### src/rtl/phase_timer.sv
// Phase duration timer for the wash-cycle controller: times fill/wash/rinse/spin
// in minutes built from a clk prescaler and reports completion back to the FSM.
module phase_timer #(
  parameter int unsigned TICKS_PER_MIN = 4,
  parameter int unsigned FILL_MIN      = 2,
  parameter int unsigned WASH_MIN      = 5,
  parameter int unsigned RINSE_MIN     = 2,
  parameter int unsigned WASH2_MIN     = 3,
  parameter int unsigned RINSE2_MIN    = 2,
  parameter int unsigned SPIN_MIN      = 1
) (
  input  logic       clk,
  input  logic       rst_n,
  input  logic       soft_rst1,
  input  logic       soft_rst2,
  input  logic       start_Filling,
  input  logic       start_washing,
  input  logic       start_Rinsing,
  input  logic       start_spining,
  input  logic       round2_washing,
  input  logic       round2_Rinsing,
  input  logic       spining_counter_stop,
  output logic       Filling_water_done,
  output logic       Washing_done,
  output logic       Rinsing_done,
  output logic       spining_done,
  output logic [2:0] phase_o,
  output logic [7:0] minutes_left,
  output logic       second_round
);

  localparam int unsigned TW = (TICKS_PER_MIN > 1) ? $clog2(TICKS_PER_MIN) : 1;
  localparam logic [TW-1:0] TICK_LAST = TW'(TICKS_PER_MIN - 1);
  localparam logic [TW-1:0] TICK_ONE  = TW'(1);

  typedef enum logic [2:0] {
    PH_NONE  = 3'd0,
    PH_FILL  = 3'd1,
    PH_WASH  = 3'd2,
    PH_RINSE = 3'd3,
    PH_SPIN  = 3'd4
  } phase_t;

  phase_t          phase_r, phase_nxt_s, req_s;
  logic [TW-1:0]   tick_r, tick_nxt_s;
  logic [7:0]      min_r, min_nxt_s;
  logic            second_r, second_nxt_s;
  logic [7:0]      dur_s;
  logic            soft_clr_s;
  logic            frozen_s;
  logic            sat_s;

  assign soft_clr_s = ~soft_rst1 | ~soft_rst2;
  assign frozen_s   = spining_counter_stop && (phase_r == PH_SPIN);
  assign sat_s      = (min_r == dur_s);

  // Requested phase: the later phase wins while the FSM overlaps two starts.
  always_comb begin
    req_s = PH_NONE;
    if (start_spining) begin
      req_s = PH_SPIN;
    end else if (start_Rinsing) begin
      req_s = PH_RINSE;
    end else if (start_washing) begin
      req_s = PH_WASH;
    end else if (start_Filling) begin
      req_s = PH_FILL;
    end else begin
      req_s = PH_NONE;
    end
  end

  // Duration of the registered phase, round-2 aware.
  always_comb begin
    dur_s = 8'd0;
    case (phase_r)
      PH_FILL:  dur_s = 8'(FILL_MIN);
      PH_WASH:  dur_s = second_r ? 8'(WASH2_MIN) : 8'(WASH_MIN);
      PH_RINSE: dur_s = second_r ? 8'(RINSE2_MIN) : 8'(RINSE_MIN);
      PH_SPIN:  dur_s = 8'(SPIN_MIN);
      default:  dur_s = 8'd0;
    endcase
  end

  // Next-state: soft clear, phase change restart, then saturating prescaled count.
  always_comb begin
    phase_nxt_s  = phase_r;
    tick_nxt_s   = tick_r;
    min_nxt_s    = min_r;
    second_nxt_s = second_r;
    if (soft_clr_s) begin
      phase_nxt_s  = PH_NONE;
      tick_nxt_s   = '0;
      min_nxt_s    = 8'd0;
      second_nxt_s = 1'b0;
    end else begin
      if (round2_washing || round2_Rinsing) begin
        second_nxt_s = 1'b1;
      end else begin
        second_nxt_s = second_r;
      end
      if (req_s != phase_r) begin
        phase_nxt_s = req_s;
        tick_nxt_s  = '0;
        min_nxt_s   = 8'd0;
      end else if ((phase_r != PH_NONE) && !frozen_s && !sat_s) begin
        if (tick_r == TICK_LAST) begin
          tick_nxt_s = '0;
          min_nxt_s  = min_r + 8'd1;
        end else begin
          tick_nxt_s = tick_r + TICK_ONE;
          min_nxt_s  = min_r;
        end
      end else begin
        tick_nxt_s = tick_r;
        min_nxt_s  = min_r;
      end
    end
  end

  // State registers.
  always_ff @(posedge clk or negedge rst_n) begin
    if (!rst_n) begin
      phase_r  <= PH_NONE;
      tick_r   <= '0;
      min_r    <= 8'd0;
      second_r <= 1'b0;
    end else begin
      phase_r  <= phase_nxt_s;
      tick_r   <= tick_nxt_s;
      min_r    <= min_nxt_s;
      second_r <= second_nxt_s;
    end
  end

  // Done is qualified by the live start so it drops as soon as the FSM moves on.
  assign Filling_water_done = (phase_r == PH_FILL)  && sat_s && start_Filling;
  assign Washing_done       = (phase_r == PH_WASH)  && sat_s && start_washing;
  assign Rinsing_done       = (phase_r == PH_RINSE) && sat_s && start_Rinsing;
  assign spining_done       = (phase_r == PH_SPIN)  && sat_s && start_spining;

  assign phase_o      = phase_r;
  assign minutes_left = (phase_r != PH_NONE) ? (dur_s - min_r) : 8'd0;
  assign second_round = second_r;

endmodule

### config.mk
export PLATFORM = sky130hd
export DESIGN_NAME = phase_timer
export DESIGN_NICKNAME = d
export VERILOG_FILES = /design/src/rtl/phase_timer.sv
export SDC_FILE = /design/constraint.sdc
export NUM_CORES = 1
export LEC_CHECK = 0
export BUFFER_PORTS_ARGS = -buffer_cell sky130_fd_sc_hd__buf_2
export CORE_MARGIN = 2
export CORE_UTILIZATION = 56
export DETAILED_ROUTE_END_ITERATION = 10
export PLACE_DENSITY = 0.84
export SETUP_SLACK_MARGIN = 0.4
export SLEW_MARGIN = 15
export SYNTH_ARGS = -nofsm -noshare
export SYNTH_HDL_FRONTEND = slang
export SYNTH_SLANG_ARGS = --single-unit
### constraint.sdc
create_clock -name clk -period 4.74 [get_ports clk]
set_clock_uncertainty 0.05 [all_clocks]
set_input_delay 0.474 -clock clk [delete_from_list [all_inputs] [get_ports clk]]
set_output_delay 0.474 -clock clk [all_outputs]
set_load 0.01 [all_outputs]
# Word-level counts from Yosys, hierarchy flattened
# Index checks and enable logic that the tools add are counted.
[word_totals]
reg_bits = 14
in_bits = 11
output_inout_bits = 16
elab_cells = 57
[classes]
addsub = 3
n_eq_ne = 7
mux = 19
n_bitwise = 3
n_reduce_logical = 21
[ops]
columns = ["operator", "count"]
rows = [
  ["8-bit 2-to-1 mux", 5],
  ["2-bit 2-to-1 mux", 6],
  ["3-bit 2-to-1 mux", 4],
  ["1-bit logical AND", 11],
  ["3-bit case mux with 3 select lines", 1],
  ["3-bit nonzero test", 3],
  ["8-bit by 1-bit adder with 8-bit output (second input constant)", 1],
  ["8-bit == test", 1],
  ["8-bit subtractor", 1],
  ["3-bit by 2-bit == test with 1-bit output (second input constant)", 2],
  ["2-bit nonzero test", 2],
  ["3-bit by 1-bit == test with 1-bit output (second input constant)", 1],
  ["3-bit == test (second input constant)", 1],
  ["1-bit 2-to-1 mux", 3],
  ["3-bit != test", 1],
  ["2-bit by 1-bit adder with 2-bit output (second input constant)", 1],
  ["2-bit == test (second input constant)", 1],
  ["1-bit logical NOT", 2],
  ["1-bit NOT", 2],
  ["2-bit AND reduction", 1],
  ["2-bit OR reduction", 1],
  ["1-bit logical OR", 1],
  ["1-bit OR", 1],
]

# Longest topological paths before layout
[depth]
ltp_word = 9
mapped_depth = 10
ltp_nobuf = 9

# Worst setup path before layout
# OpenSTA, ideal clock, no wires.
[synth_timing]
kind = "reg2out"
from = "register phase_r[1], in the netlist phase_o[1]"
to = "output port Filling_water_done"
arrival_time_ps = 1998
required_time_ps = 4216
setup_slack_ps = 2218
stages_incl_launch_ff = 9
path_buffers = 1
path_cell_list = "dfrtp_1 buf_4 nand2b_1 a21o_1 ha_1 nand4b_1 nor2_1 nand2_1 nor4b_1"
[synth_via]
elab_chain_len = 6
word_cells_on_any_way = 9
classes_between = "5 x eq/ne; 1 x mux; 3 x reduce/logical"
[synth_lines]
columns = ["element", "line", "source"]
rows = [
  ["from (decl)", "44", "phase_t phase_r, phase_nxt_s, req_s;"],
  ["from (signal assigned)", "129", "phase_r <= phase_nxt_s;"],
  ["3-bit by 1-bit == test with 1-bit output / 3-bit by 2-bit == test with 1-bit output (equally long branches)", "76, 137", ""],
  ["2-bit OR reduction (no source line)", "--", ""],
  ["3-bit case mux with 3 select lines", "76", "case (phase_r)"],
  ["8-bit == test", "55", "assign sat_s = (min_r == dur_s);"],
  ["1-bit logical AND (*) (2 in a row)", "137", "assign Filling_water_done = (phase_r == PH_FILL) && sat_s && start_Filling;"],
  ["to (decl)", "23", "output logic Filling_water_done,"],
]
# Every way passes the cells marked *; elsewhere a longest branch is shown, timed or not.

# Worst setup path after layout
[layout_timing]
from = "register phase_r[1], in the netlist phase_o[1]"
to = "output port minutes_left[5]"
[layout_via]
elab_chain_len = 5
word_cells_on_any_way = 9
classes_between = "1 x add/sub; 4 x eq/ne; 2 x mux; 2 x reduce/logical"
[layout_lines]
columns = ["element", "line", "source"]
rows = [
  ["3-bit by 1-bit == test with 1-bit output / 3-bit by 2-bit == test with 1-bit output (equally long branches)", "76", ""],
  ["2-bit OR reduction (no source line)", "--", ""],
  ["3-bit case mux with 3 select lines", "76", ""],
  ["8-bit subtractor", "143", "assign minutes_left = (phase_r != PH_NONE) ? (dur_s - min_r) : 8'd0;"],
  ["8-bit 2-to-1 mux (*)", "143", ""],
  ["to (decl)", "28", "output logic [7:0] minutes_left,"],
]
# Marked as above.

==> reports/results.ini <==
[hold_path]
hold_class = in -> async

[clock_network]
clkSinkCount = 14
htreeDepth = 1
root_buffer = clkbuf_4
cts_buffers = 3
clock_path_buffers = 2
cts_resized = 0
cts_hold_buf = 0
clk_pin_slew_worst_paths_ps = 80
clkLatencyLatePin_ps = 270
cts_tree = done
postCtsSetupBuffers = 0

[setup_path]
slowest_delay_ps = 550
startpoint_type = flip-flop
crit_top_cell = nor2_1
r2r_end = min_r[7]
crit_chain = a21oi_1, nor2_1, ha_1, nor2b_1, o21ai_0, a211oi_1, xor2_1, nor2_1, buf_2
cp-startpoint = phase_o[1]
cpMaxStageDelayCell = dfrtp_1
cp_max_fo = 10
worstPathArrival_ps = 2470
timing.rr.start = phase_o[1]
endpoint_kind = output port
ff2ff_setup_slack_ps = 2360
worstSetupPathType = reg -> out
r2r.worst_path.cells = 8
crit_required_ps = 4220

[finish]
finalNetCount = 167
drive_gt1_share_pct = 21.77
finalNonFillerCells = 172
antennaDiodeCount = 0
syn_to_final_growth_pct = 14.52
fin_area_um2 = 1204
fin_util_pct = 68.96

[floorplanning]
initial_utilization_pct = 60.22
num_rows = 15
die_h_um = 47.32
core_um2 = 1745
dieArea_um2 = 2239
die-width_um = 47.32
ios = 27

[placed_design]
dp_hpwl_um = 1692
portBuffers = 26
place_congestion = 0.7650
place_area_um2 = 1181
dp_cells = 169
dpl_worst_slack_ps = 2048

[synth]
synth-seq-cells = 14
synthArstFlopShare_pct = 100.0
syn_nets = 140
yosysTopAreaCellShare_pct = 33.33
yosysMostFrequentCell = nor2_1
synthCells = 122
synth_edf_count = 0
syn_area_per_cell_um2 = 8.615
synth_area_um2 = 1051
synth_cell_type_count = 30
ys_warn_count = 0
seq_area_frac_synth_pct = 33.33
yosysTopAreaCell = dfrtp_1
yosys-top-cells-area = dfrtp_1 (33%), nor2_1 (9.6%), xnor2_1 (7.5%)
synth_flop_cell = dfrtp_1
synth_common_cells = nor2_1 (27), dfrtp_1 (14), nor3_1 (10)

[timing]
fmax_ghz = 0.3337
finalCriticalPeriod_ps = 2997
rsz0062_at_grt = no
worst_slew_pin_slew_ps = 768.8
finalCritPeriodShare_pct = 63.22
hold_viol_final = 0
setup_ws_ps = 1743
setup_viol = 0
fin_setup_tns_ps = 0
worst_hold_slack_ps = 24.94
maxSlewHeadroom_pct = 48.70
drv_slew = 0

[power]
pwr-share-seq_pct = 55.2
pwr-share-comb_pct = 16.0
swShare_pct = 26.35
leakagePower_nw = 0.5568
total_power_mw = 0.2243
ir_drop_uv = 160.6
power_density_nw_per_um2 = 186.4
p_clk_share_pct = 28.8
power.switching_mw = 0.05911
p_int_mw = 0.1652

[routing]
dr.pass1.iters = 4
routed_wl_um = 2059
drtIter0Drc = 10
wl_per_cell_um = 11.97
viasPerCell = 5.186
drc = 0
ant_nets = 0
dr_total_vias = 892

[grt]
grt_pass1_wl_um = 3263
grt-ovfl-total = 0
grt_pass1_vias = 784
grt_util_all_layers_pct = 20.87
grt_antenna_before_repair = 0
grt_start_max_net_pins = 15

[outcome]
status = finished, final reports clean

[flow_run]
max_cap_violations = 0

worst max-delay path by stage:
stage,end,slack (ps)
global route,minutes_left[5],1540
global placement,minutes_left[6],2150
finish,minutes_left[5],1740
detailed placement,minutes_left[5],2050
CTS,minutes_left[5],1730
floorplan,Filling_water_done,2220
final cells by class:
class | count | area, um2
multi-input combinational | 97 | 643.1
tap | 25 | 31.28
inverter | 7 | 26.28
sequential | 14 | 350.3
clock buffer | 3 | 22.52
fill | 156 | 541.8
timing repair buffer | 26 | 130.1
kinds of logic (layout without fill, tap and decap cells):
group | after synthesis | count (layout) | synth area share [%]
fa+ha+maj | 7 | 7 | 9.048
compound gates | 10 | 10 | 7.977
mux | 2 | 2 | 1.905
buf+inv | 11 | 36 | 5.476
simple gates | 63 | 63 | 29.76
xor+xnor | 15 | 15 | 12.50
flops | 14 | 14 | 33.33
worst max-delay path: cells and delay by family, from the launching register on:
kind | cells | cell delay [ps]
AOI/OAI and AO/OA | 3 | 570
xor gates and xnor gates | 1 | 160
adders and majority gates | 1 | 300
buffers and inverters | 1 | 130
DFF | 1 | 550
and+or+nand+nor | 3 | 490
metal layers:
layer	track usage (%)	wire length, um	share of wire [%]
met1	28.43	966	47
met2	34.59	1017	49
met3	1.154	51	2.5
met4	8.333	23	1.1
met5	0	0	0
flip-flops by register name, summed over array words and instances (netlist names):
name / count
min_r: 8
phase_o: 3
second_round: 1
tick_r: 2
placed cells by master (no fill, tap or decap), types with 6 or more instances in the layout:
master | netlist | routed
xor2_1 | 6 | 6
ha_1 | 6 | 6
nand2_1 | 7 | 7
nor2_1 | 27 | 27
nor3_1 | 10 | 10
xnor2_1 | 9 | 9
inv_1 | 7 | 7
dfrtp_1 | 14 | 14
buf_2 | 1 | 26
power by group through the flow:
stage	combinational (mW)	sequential (mW)	clock (mW)
after floorplan	0.0232	0.125	0
after global placement	0.0352	0.126	0
after detailed placement	0.0359	0.126	0
after CTS	0.0361	0.124	0.0667
after global routing	0.0404	0.124	0.0707
final	0.0358	0.124	0.0646
Power figures use the tool's default switching activity.
